File: src/rtl/cpu_checker_logger_pkg.sv
// Shared definitions for the cpu_checker verdict logger: format codes, record
// field widths and counter slot indices.
package cpu_checker_logger_pkg;

  typedef enum logic [1:0] {
    FMT_NONE = 2'd0,
    FMT_REG  = 2'd1,
    FMT_MEM  = 2'd2,
    FMT_RSV  = 2'd3
  } fmt_e;

  localparam int unsigned FMT_W = 2;
  localparam int unsigned ERR_W = 4;

  // Record layout, MSB first: {seq, fmt, err}
  localparam int unsigned CI_TOTAL = 0;
  localparam int unsigned CI_REG   = 1;
  localparam int unsigned CI_MEM   = 2;
  localparam int unsigned CI_ERR   = 3;
  localparam int unsigned CI_DROP  = 4;
  localparam int unsigned N_CNT    = 5;

endpackage

File: src/rtl/cpu_checker_logger_fifo.sv
// chk_log_fifo: generic DEPTH x W synchronous show-ahead FIFO. Pointers carry
// one extra wrap bit; a push into a full FIFO succeeds only alongside a pop.
module chk_log_fifo #(
  parameter int unsigned DEPTH = 8,
  parameter int unsigned W     = 22
) (
  input  logic         clk,
  input  logic         reset,
  input  logic         push,
  input  logic         pop,
  input  logic [W-1:0] din,
  output logic         full,
  output logic         empty,
  output logic [W-1:0] dout
);

  localparam int unsigned AW = $clog2(DEPTH);

  logic [W-1:0] mem_q [DEPTH];
  logic [AW:0]  wr_ptr_q, wr_ptr_d;
  logic [AW:0]  rd_ptr_q, rd_ptr_d;
  logic         do_push, do_pop;

  always_comb begin
    empty    = (wr_ptr_q == rd_ptr_q);
    full     = (wr_ptr_q[AW] != rd_ptr_q[AW]) &&
               (wr_ptr_q[AW-1:0] == rd_ptr_q[AW-1:0]);
    do_pop   = pop && !empty;
    do_push  = push && (!full || do_pop);
    wr_ptr_d = do_push ? wr_ptr_q + 1'b1 : wr_ptr_q;
    rd_ptr_d = do_pop  ? rd_ptr_q + 1'b1 : rd_ptr_q;
    dout     = mem_q[rd_ptr_q[AW-1:0]];
  end

  always_ff @(posedge clk) begin
    if (reset) begin
      wr_ptr_q <= '0;
      rd_ptr_q <= '0;
    end else begin
      wr_ptr_q <= wr_ptr_d;
      rd_ptr_q <= rd_ptr_d;
    end
  end

  // Storage needs no reset: the head is only observed while non-empty.
  always_ff @(posedge clk) begin
    if (do_push && !reset) mem_q[wr_ptr_q[AW-1:0]] <= din;
  end

endmodule

File: src/rtl/cpu_checker_logger.sv
// cpu_checker_logger: turns the cpu_checker verdict stream into sequenced records
// and saturating statistics. CHK_LOG_ERR_ONLY_EN: enqueue only error records.
module cpu_checker_logger
  import cpu_checker_logger_pkg::*;
#(
  parameter int unsigned DEPTH = 8,
  parameter int unsigned SEQ_W = 16,
  parameter int unsigned CNT_W = 16
) (
  input  logic             clk,
  input  logic             reset,
  input  logic [1:0]       format_type,
  input  logic [3:0]       error_code,
  input  logic             clr,
  output logic             rd_valid,
  input  logic             rd_ready,
  output logic [SEQ_W-1:0] rd_seq,
  output logic [1:0]       rd_fmt,
  output logic [3:0]       rd_err,
  output logic [CNT_W-1:0] cnt_total,
  output logic [CNT_W-1:0] cnt_reg,
  output logic [CNT_W-1:0] cnt_mem,
  output logic [CNT_W-1:0] cnt_err,
  output logic [CNT_W-1:0] cnt_drop,
  output logic             overflow
);

  localparam int unsigned REC_W = SEQ_W + FMT_W + ERR_W;

  logic             clear;
  logic             evt, enq_req, push, pop, drop;
  logic             full, empty;
  logic [REC_W-1:0] rec_in, rec_head;
  logic [SEQ_W-1:0] seq_q, seq_d;
  logic             overflow_q, overflow_d;
  logic [CNT_W-1:0] cnt_q [N_CNT];
  logic [CNT_W-1:0] cnt_d [N_CNT];
  logic [N_CNT-1:0] inc;

  // clr acts through the same path as reset, so a same-cycle event is lost.
  assign clear = reset || clr;

  always_comb begin
    evt = (format_type != FMT_NONE);
`ifdef CHK_LOG_ERR_ONLY_EN
    enq_req = evt && (error_code != '0);
`else
    enq_req = evt;
`endif
    pop    = !empty && rd_ready;
    push   = enq_req && (!full || pop);
    drop   = enq_req && full && !pop;
    rec_in = {seq_q, format_type, error_code};

    inc           = '0;
    inc[CI_TOTAL] = evt;
    inc[CI_REG]   = (format_type == FMT_REG);
    inc[CI_MEM]   = (format_type == FMT_MEM);
    inc[CI_ERR]   = evt && (error_code != '0);
    inc[CI_DROP]  = drop;
    for (int unsigned i = 0; i < N_CNT; i++) begin
      cnt_d[i] = (inc[i] && (cnt_q[i] != '1)) ? cnt_q[i] + CNT_W'(1) : cnt_q[i];
    end

    seq_d      = evt ? seq_q + SEQ_W'(1) : seq_q;
    overflow_d = overflow_q || drop;
  end

  always_ff @(posedge clk) begin
    if (clear) begin
      seq_q      <= '0;
      overflow_q <= 1'b0;
      for (int unsigned i = 0; i < N_CNT; i++) cnt_q[i] <= '0;
    end else begin
      seq_q      <= seq_d;
      overflow_q <= overflow_d;
      for (int unsigned i = 0; i < N_CNT; i++) cnt_q[i] <= cnt_d[i];
    end
  end

  chk_log_fifo #(
    .DEPTH (DEPTH),
    .W     (REC_W)
  ) u_fifo (
    .clk   (clk),
    .reset (clear),
    .push  (push),
    .pop   (pop),
    .din   (rec_in),
    .full  (full),
    .empty (empty),
    .dout  (rec_head)
  );

  always_comb begin
    rd_valid                 = !empty;
    {rd_seq, rd_fmt, rd_err} = empty ? '0 : rec_head;
    cnt_total                = cnt_q[CI_TOTAL];
    cnt_reg                  = cnt_q[CI_REG];
    cnt_mem                  = cnt_q[CI_MEM];
    cnt_err                  = cnt_q[CI_ERR];
    cnt_drop                 = cnt_q[CI_DROP];
    overflow                 = overflow_q;
  end

endmodule
File: config.mk
export PLATFORM = sky130hd
export DESIGN_NAME = cpu_checker_logger
export DESIGN_NICKNAME = d
export VERILOG_FILES = /design/src/rtl/cpu_checker_logger_pkg.sv /design/src/rtl/cpu_checker_logger_fifo.sv /design/src/rtl/cpu_checker_logger.sv
export SDC_FILE = /design/constraint.sdc
export NUM_CORES = 1
export LEC_CHECK = 0
export ABC_AREA = 0
export CAP_MARGIN = 20
export CORE_MARGIN = 5
export CORE_UTILIZATION = 45
export CTS_BUF_LIST = sky130_fd_sc_hd__clkbuf_4
export CTS_CLUSTER_SIZE = 25
export DETAILED_ROUTE_END_ITERATION = 8
export PLACE_DENSITY = 0.65
export SLEW_MARGIN = 20
export SYNTH_ARGS = -nofsm -noshare
export SYNTH_HDL_FRONTEND = slang
export SYNTH_SLANG_ARGS = --single-unit
File: constraint.sdc
create_clock -name clk -period 4 [get_ports clk]
set_input_delay 0.6 -clock clk [delete_from_list [all_inputs] [get_ports clk]]
set_output_delay 0.6 -clock clk [all_outputs]
set_load 0.02 [all_outputs]
# Word-level counts from Yosys, hierarchy flattened
# Memories as Yosys holds them, arrays and structs flattened. A register that Yosys moved wholly into a read port is not among the register bits.
# Index checks and enable logic that the tools add are counted.
[classes]
n_addsub = 8
eq_ne = 10
muxes = 18
bitwise = 5
n_reduce_logical = 24
[op_table]
columns = ["op", "n"]
rows = [
  ["two-way mux 16 bit", 10],
  ["adder 16 x 1 -> 16 bit (second input constant)", 6],
  ["inequality test 16 bit (second input constant)", 5],
  ["two-way mux 22 bit", 1],
  ["logical AND 1 bit", 14],
  ["adder 4 x 1 -> 4 bit (second input constant)", 2],
  ["two-way mux 3 bit", 2],
  ["two-way mux 1 bit", 5],
  ["bitwise OR 1 bit", 5],
  ["== test 4 bit", 1],
  ["logical NOT 1 bit", 4],
  ["logical OR 1 bit", 4],
  ["nonzero test 4 bit", 1],
  ["== test 3 bit", 1],
  ["== test 2 x 1 -> 1 bit (second input constant)", 1],
  ["== test 2 bit (second input constant)", 1],
  ["nonzero test 2 bit", 1],
  ["inequality test 1 bit", 1],
]
[totals]
reg_bits = 25
mem_bits_rw = 256
in_bits = 10
elab_cells = 71
memories = 2
[memory_table]
columns = ["name", "words", "width", "rd", "rd_clocked_by_memory_dff", "write_ports", "line", "text"]
rows = [
  ["u_fifo.mem_q", 8, 22, 1, 1, 1, "cpu_checker_logger_fifo.sv:19", "logic [W-1:0] mem_q [DEPTH];"],
  ["cnt_q", 5, 16, 5, 0, 5, "cpu_checker_logger.sv:36", "logic [CNT_W-1:0] cnt_q [N_CNT];"],
]

# Longest topological paths before layout
# Gate-level depths: netlist of run 1.
[logic_depth]
depth_word = 9
ltp_mapped = 7
mapped_depth_nobuf = 6

# Cells and area by module
# Synthesis of run 1 repeated with hierarchy kept, for this count alone.
[hier_totals]
cells_unflattened = 907
hier_area_um2 = 12047.8
[modules_own_cells]
columns = ["mod", "n_inst", "cells_each", "area_per_inst_um2", "seq_area_each_um2"]
rows = [
  ["chk_log_fifo", 1, 339, 7320.8, 5505.3],
  ["cpu_checker_logger", 1, 568, 4727.0, 1941.9],
]

# Worst setup path after synthesis of run 1
# Ideal clock, no wire load.
[synth_timing]
path_type = "reg-to-reg"
start = "reg u_fifo.wr_ptr_q[2]"
end = "mem u_fifo.mem_q[1][0] (enable)"
arrival_time_ps = 2879
t_required_ps = 3571
slack_ps = 692
stages_incl_launch_ff = 8
synth_period_minus_slack_ps = 3308
path_cell_list = "dfxtp_1 buf_2 xnor2_1 and3_1 buf_4 a21oi_2 nand3_1 nor3_1"
[synth_via]
elab_chain_cells = 9
word_cells_on_any_way = 14
[synth_rtl]
columns = ["item", "line", "text"]
rows = [
  ["from (decl)", "cpu_checker_logger_fifo.sv:20", "logic [AW:0] wr_ptr_q, wr_ptr_d;"],
  ["from (signal assigned)", "cpu_checker_logger_fifo.sv:40", "wr_ptr_q <= wr_ptr_d;"],
  ["== test 4 bit / == test 3 bit (equally long branches)", "cpu_checker_logger_fifo.sv:25, cpu_checker_logger_fifo.sv:27", ""],
  ["logical NOT 1 bit / logical AND 1 bit (equally long branches)", "cpu_checker_logger_fifo.sv:28, cpu_checker_logger.sv:50, cpu_checker_logger_fifo.sv:26", ""],
  ["logical AND 1 bit / logical NOT 1 bit (equally long branches)", "cpu_checker_logger.sv:50, cpu_checker_logger_fifo.sv:29, cpu_checker_logger.sv:51", ""],
  ["logical OR 1 bit / logical AND 1 bit (equally long branches)", "cpu_checker_logger.sv:51, cpu_checker_logger_fifo.sv:28", ""],
  ["logical AND 1 bit / logical OR 1 bit (equally long branches)", "cpu_checker_logger.sv:51, cpu_checker_logger_fifo.sv:29", ""],
  ["logical AND 1 bit", "cpu_checker_logger_fifo.sv:29", "do_push = push && (!full || do_pop);"],
  ["logical AND 1 bit", "cpu_checker_logger_fifo.sv:47", "if (do_push && !reset) mem_q[wr_ptr_q[AW-1:0]] <= din;"],
  ["two-way mux 1 bit", "cpu_checker_logger_fifo.sv:47", ""],
  ["two-way mux 1 bit (not written as such)", "cpu_checker_logger_fifo.sv:47", ""],
  ["to (decl)", "cpu_checker_logger_fifo.sv:19", ""],
]
# Parallel ways exist; a longest one is shown, timed or not.

==> flow_summary.yaml, run 1 <==
clocking:
  cts.path.max_buffers: 3
  cts_made_buffers: 76
  cts_resized: 0
  clk_latency_ns: 0.65
  htree_levels: 3
  clock-root-buffer: "clkbuf_4"
  clk_pin_slew_ns: 0.06
  ctsHoldBuffers: 0
  post_cts_buffers: 0
  cts_tree: "done"
  cts.sinks: 284
hold_path:
  min_from: "overflow"
  hold_class: "reg2reg"
  hold_end: "overflow"
  hold_depth: 2
routing:
  wl_per_cell_um: 18.02
  drt_iter0_drc: 397
  drt-pass1-iter-count: 4
  dr_total_vias: 7785
  viasPerCell: 5.395
  ant_nets: 0
  route.final.wire_length_mm: 26.00
  drc: 0
floorplan:
  fp.dieW_um: 171.7
  die-area_mm2: 0.02946
  die_h_um: 171.7
  num_io_pins: 114
  start_util_pct: 45.38
  core-area_mm2: 0.02591
  rows: 59
global_route:
  grt_busiest_layer: "met2"
  use_met2_pct: 29.05
  met1_usage_pct: 22.83
  met3_usage_pct: 5.930
  grt_max_degree: 87
  grt_pass1_wl_mm: 41.81
  gr-total-overflow: 0
  grt_antenna_before_repair: 2
  track_usage_pct: 17.91
  first_global_vias: 7935
finish:
  stdcell_count: 1443
  final_common_cell: "edfxtp_1"
  nets: 1073
  layout-drive-gt1-share_pct: 19.06
  layout_common_cells: "176 x edfxtp_1, 122 x clkbuf_4, 113 x clkdlybuf4s50_1"
  area_delta_synth_final_pct: 21.88
sta:
  fin_tns_setup_ns: 0
  slew_viol_final: 0
  slew_headroom_pct: 33.83
  fmax_mhz: 273.7
  finalSetupViolCount: 0
  fin_ws_ns: 0.3462
  hold_violations: 0
  worst_pin_slew_ns: 0.9926
  finalCriticalPeriod_ns: 3.654
  clock_skew_ns: 0.03855
  holdWs_ns: 0.4785
  fin_crit_sh_pct: 91.35
  rsz0062_at_grt: "false"
setup_path:
  r2r_start: "u_fifo.wr_ptr_q[2]"
  rr_endpoint: "u_fifo.mem_q[3][17]"
  end_kind: "primary output"
  worstSetupPathType: "reg2out"
  ff2ff_setup_slack_ns: 1.29
  rr_worst_depth: 6
  crit_family: "buffers and inverters"
  cp_cell_sequence: "buf_4, mux4_2, mux2i_1, nor2_1, clkdlybuf4s50_1"
  critPathArrivalTime_ns: 3.05
  path_buf_inv: 2
  cp_max_fo: 18
  cp_slowest_cell: "dfxtp_2"
  crit_path_max_incr_delay_ns: 0.75
  crit_required_ns: 3.40
  startpoint_type: "flop"
place:
  dp_cells: 1312
  dpl_worst_slack_ns: 0.9204
  place_hpwl_mm: 16.66
  numPortBuffers: 113
  place_congestion: 0.7808
logic_synthesis:
  synth_nets: 896
  yosysTopAreaCell: "edfxtp_1"
  synth_warnings: 0
  synth_flop_cell: "edfxtp_1"
  synth_top_area_share_pct: 44.95
  synth_edf_count: 176
  ys_async_sr_fraction_pct: 0
  synth-seq-cells: 284
  synth_cell_type_count: 51
  netlist_area_mm2: 0.01176
  synth_top_cells_by_area: "edfxtp_1 45%, dfxtp_1 18%, mux4_2 8.4%, nor2_1 3.5%, xnor2_1 2.8%"
  yosysSeqAreaShare_pct: 63.33
  syn_inst: 878
  avgSynthCellArea_um2: 13.39
status:
  status: "finished clean"
power_and_ir_drop:
  p_leak_nw: 4.524
  pwr-share-comb_pct: 4.2
  ir_worst_vdd_mv: 0.2370
  clock_power_share_pct: 42.4
  power.switching_mw: 1.265
  switching_share_pct: 21.66
  intPower_mw: 4.576
  powerDensity_mw_per_mm2: 407.6
  seqPwrFrac_pct: 53.5
job:
  drv_cap: 0
worst max path at each step:
stage / from / to / slack [ns] / depth (start not counted)
after global routing: flop / rd_seq[9] / 0.09 / 5
final: flop / rd_seq[9] / 0.35 / 5
after floorplan: u_fifo.wr_ptr_q[2] / u_fifo.mem_q[1][0] / 0.69 / 7
after CTS: flop / rd_seq[9] / 0.20 / 5
after detailed placement: flop / rd_seq[9] / 0.92 / 5
after global placement: flop / rd_seq[9] / 0.94 / 5
registers in the layout, summed over array words and instances (netlist names), named ones only:
| name | flops |
|---|---|
| u_fifo.mem_q | 176 |
| overflow | 1 |
| seq_q | 16 |
| cnt_q | 80 |
| u_fifo.wr_ptr_q | 4 |
| u_fifo.rd_ptr_q | 4 |
cells in the mapped netlist, types with 2 or more instances:
| cell type | n |
|---|---|
| edfxtp_1 | 176 |
| nor2_1 | 111 |
| dfxtp_1 | 108 |
| mux4_2 | 44 |
| nand2_1 | 40 |
| xnor2_1 | 38 |
| nand3_1 | 33 |
| mux2i_1 | 30 |
| a21oi_1 | 29 |
| nand4_1 | 27 |
| xor2_1 | 25 |
| clkbuf_1 | 24 |
| nor3_1 | 24 |
| o21ai_0 | 23 |
| or3_1 | 16 |
| and3_1 | 11 |
| inv_1 | 11 |
| and4_1 | 9 |
| nor4_1 | 9 |
| o211ai_1 | 9 |
| ha_1 | 8 |
| buf_2 | 7 |
| nor4b_1 | 7 |
| or4_1 | 7 |
| nand2b_1 | 5 |
| o2111ai_1 | 5 |
| nor3b_1 | 4 |
| or2_2 | 4 |
| nand3b_1 | 3 |
| nor2b_1 | 3 |
| o211a_1 | 3 |
| o31ai_1 | 3 |
| a311oi_1 | 2 |
| buf_4 | 2 |
| nand4b_1 | 2 |
power groups by stage:
stage               combinational [mW]  sequential [mW]  clock, mW
detailed placement               0.248             3.19          0
CTS                              0.249             3.12       2.57
floorplan                        0.142             3.18          0
finish                           0.243             3.12       2.48
global placement                 0.246             3.19          0
global route                     0.264             3.12       2.73
area by class of cell:
class / instances / area (µm²)
inverters: 11 / 41.29
multi-input cells: 550 / 4158
well taps: 335 / 419.2
clock buffers: 122 / 915.9
clock inverters: 8 / 33.78
flip-flops and latches: 284 / 7450
repair buffers: 132 / 1311
fillers: 2172 / 11580
diodes: 1 / 2.502
per-layer routing:
layer,vias to the layer above,part of all wire (%),wire (µm)
li1,3746,-,-
met1,3790,43,11300
met2,206,48,12460
met3,41,7.0,1819
met4,2,1.6,418
met5,-,0.042,11
logic make-up after synthesis:
kind of cell    Yosys count  synth area share [%]
xor+xnor                 63                 4.692
simple gates            323                 14.31
compound gates           82                 4.288
flops                   284                 63.33
fa+ha+maj                 8                0.8513
buf+inv                  44                 1.543
mux                      74                 10.98
stage by stage:
step	utilization [%]	total power, mW	area, µm²
after floorplan	-	3.323	11760
final	55.31	5.841	14330
after global placement	51.63	3.432	13380
after detailed placement	51.63	3.435	13380
after global routing	55.31	6.122	14330
after CTS	55.30	5.945	14330
worst min-delay path, delay by kind of cell (launching register included):
family	cells	cell delay (ns)
DFF	1	0.33
and+or+nand+nor	1	0.07
AOI/OAI and AO/OA	1	0.04
Note: power is estimated with default switching activity, not from simulation.
==> inputs of run 2 (changes only) <==
- CORE_UTILIZATION: 45 -> 30
- PLACE_DENSITY: 0.65 -> default
- SYNTH_HIERARCHICAL: default -> 1
==> run 2 against run 1 <==
  * Sequential power is essentially flat
  * Die area is 50% higher
  * First-iteration DRC count is 26% higher
  * Wire length increased by 8.3%
  * Synthesized cell count increased by 3.3%
  * Largest cell class unchanged
==> flow_summary.yaml, run 2 <==
setup_path:
  ff2ff_setup_slack_ns: 0.83
  cp_slowest_cell: "mux4_2"
  crit_path_max_incr_delay_ns: 0.56
  crit_required_ns: 3.40
  crit_family: "buffers and inverters"
  rr_endpoint: "u_fifo/mem_q[0][8]"
  r2r_start: "u_fifo/wr_ptr_q[1]"
  cp_cell_sequence: "buf_12, mux4_2, mux2_2, nor2b_1, clkdlybuf4s50_1"
  worstSetupPathType: "reg2out"
  path_buf_inv: 2
  startpoint_type: "flop"
  rr_worst_depth: 10
  cp_max_fo: 35
  end_kind: "primary output"
  critPathArrivalTime_ns: 3.05
routing:
  ant_nets: 0
  route.final.wire_length_mm: 28.17
  wl_per_cell_um: 17.08
  drt_iter0_drc: 502
  dr_total_vias: 7913
  drc: 0
  viasPerCell: 4.799
  drt-pass1-iter-count: 5
finish:
  final_common_cell: "edfxtp_1"
  largest_reg_flops: 176
  layout-drive-gt1-share_pct: 19.93
  layout_common_cells: "176 x edfxtp_1, 113 x clkdlybuf4s50_1, 106 x clkbuf_4, 106 x dfxtp_1, 96 x nor2_1"
  num-fill-cells: 3868
  area_delta_synth_final_pct: 22.44
  diodes: 0
  nets: 1097
sta:
  fmax_mhz: 273.9
  fin_tns_setup_ns: 0
  finalCriticalPeriod_ns: 3.651
  hold_violations: 0
  rsz0062_at_grt: "false"
  fin_crit_sh_pct: 91.26
  slew_headroom_pct: 42.66
  worst_pin_slew_ns: 0.8530
  clock_skew_ns: 0.04057
  finalSetupViolCount: 0
  slew_viol_final: 0
place:
  place_congestion: 0.8004
  place_hpwl_mm: 17.47
  numPortBuffers: 113
global_route:
  grt_antenna_before_repair: 0
  gr-total-overflow: 0
  grt_max_degree: 64
  first_global_vias: 8111
  grt_pass1_wl_mm: 44.99
  track_usage_pct: 12.70
logic_synthesis:
  ys_async_sr_fraction_pct: 0
  synth-seq-cells: 284
  synth_warnings: 6
  synth_edf_count: 176
  yosysTopAreaCell: "edfxtp_1"
  synth_flop_cell: "edfxtp_1"
  yosysSeqAreaShare_pct: 61.81
  avgSynthCellArea_um2: 13.28
  synth_nets: 925
  synth_most_common_cell: "edfxtp_1"
  synth_top_area_share_pct: 43.87
  yosys-top-cells-count: "176 x edfxtp_1, 108 x dfxtp_1, 103 x nor2_1"
  netlist_area_mm2: 0.01205
  synth_cell_type_count: 61
  synth_top_cells_by_area: "edfxtp_1 44%, dfxtp_1 18%, mux4_2 8.2%, xnor2_1 3.3%, nor2_1 3.2%"
  syn_inst: 907
floorplan:
  die-area_mm2: 0.04427
  num_io_pins: 114
  core-area_mm2: 0.03973
  die_h_um: 210.4
  fp.dieW_um: 210.4
  start_util_pct: 30.32
  rows: 73
clocking:
  clk_latency_ns: 0.68
  cts.sinks: 284
  ctsHoldBuffers: 0
  clock-root-buffer: "clkbuf_4"
  cts_made_buffers: 74
  htree_levels: 3
  clk_pin_slew_ns: 0.07
  cts_tree: "done"
  cts.path.max_buffers: 3
power_and_ir_drop:
  powerDensity_mw_per_mm2: 391.4
  p_total_mw: 5.773
  ir_worst_vdd_mv: 0.1537
  p_leak_nw: 4.564
hold_path:
  hold_end: "overflow"
  hold_class: "reg2reg"
  hold_depth: 2
  min_from: "overflow"
status:
  status: "finished clean"
job:
  drv_cap: 0
[run 2: cell types whose count changed after synthesis, moves of 8 or more]
| cell | change |
|---|---|
| nor2b_1 | +24 |
| nor2_1 | -8 |
| a21oi_1 | -12 |
| mux2_2 | +22 |
| mux2i_1 | -26 |
| nor4_1 | +10 |
| xnor2_1 | +8 |
[run 2: worst max-delay path by stage]
stage | to | slack (ns) | cells after the start
after floorplan | u_fifo/mem_q[3][0] | 0.50 | 8
after global placement | u_fifo/mem_q[5][2] | 0.89 | 8
after detailed placement | u_fifo/mem_q[4][14] | 0.84 | 8
after CTS | rd_seq[2] | 0.1 | 5
after global routing | rd_seq[2] | 0.13 | 5
final | rd_seq[2] | 0.35 | 5
[run 2: tightest hold or removal path, delay by kind of cell (launching register included)]
kind / cells / cell delay [ns]
flops: 1 / 0.33
simple gates: 2 / 0.12
[run 2: cell families (layout without fill, tap and decap cells)]
kind of cell	count (synthesis)	after routing	share of synthesized area, %
multiplexers	70	70	10.61
adder cells (fa/ha/maj)	8	8	0.8309
AO/OA/AOI/OAI	64	64	3.552
buffers and inverters	50	267	2.098
AND/OR/NAND/NOR	354	354	15.37
XOR/XNOR	77	77	5.722
flip-flops	284	284	61.81
[run 2: power breakdown]
group | internal [mW] | switching, mW | leakage [nW] | total (mW)
registers | 3.11 | 0.0147 | 2.52 | 3.12
clock network | 1.28 | 1.14 | 0.528 | 2.41
logic | 0.0972 | 0.139 | 1.51 | 0.237
total | 4.48 | 1.29 | 4.56 | 5.77
[run 2: stage by stage]
stage	hold slack [ns]	setup slack (ns)	std cells	util, %	instance area (µm²)
after floorplan	0.4914	0.5017	907	-	12060
after global placement	0.4608	0.8880	1527	34.85	13850
after detailed placement	0.4774	0.8364	1527	34.85	13850
after CTS	0.4945	0.09823	1648	37.11	14740
after global routing	0.5331	0.1272	1649	37.13	14750
final	0.4784	0.3494	1649	37.13	14750
[run 2: timing repair]
action / 4_1_cts / 5_1_grt
gates resized for setup: 0 / 1
endpoints found under the setup margin: 0 / 1
setup buffers: 0 / 0
[run 2: metal layers]
metal | up-vias | track usage [%] | share of wire, %
met1 | 3837 | 16.55 | 44
met3 | 55 | 4.391 | 6.8
li1 | 3815 | - | -
met5 | - | 0 | 0
met2 | 206 | 20.02 | 47
met4 | 0 | 4.091 | 2.1
[run 2: final cells by class]
cell class              count  area (µm²)  share of cell area, %
repair buffers            134        1311                  8.889
multi-input cells         573        4388                  29.75
clock buffers             106       795.8                  5.394
inverters                  12       46.29                 0.3138
well taps                 525       656.9                  4.453
flip-flops and latches    284        7452                  50.52
clock inverters            15       101.3                 0.6870
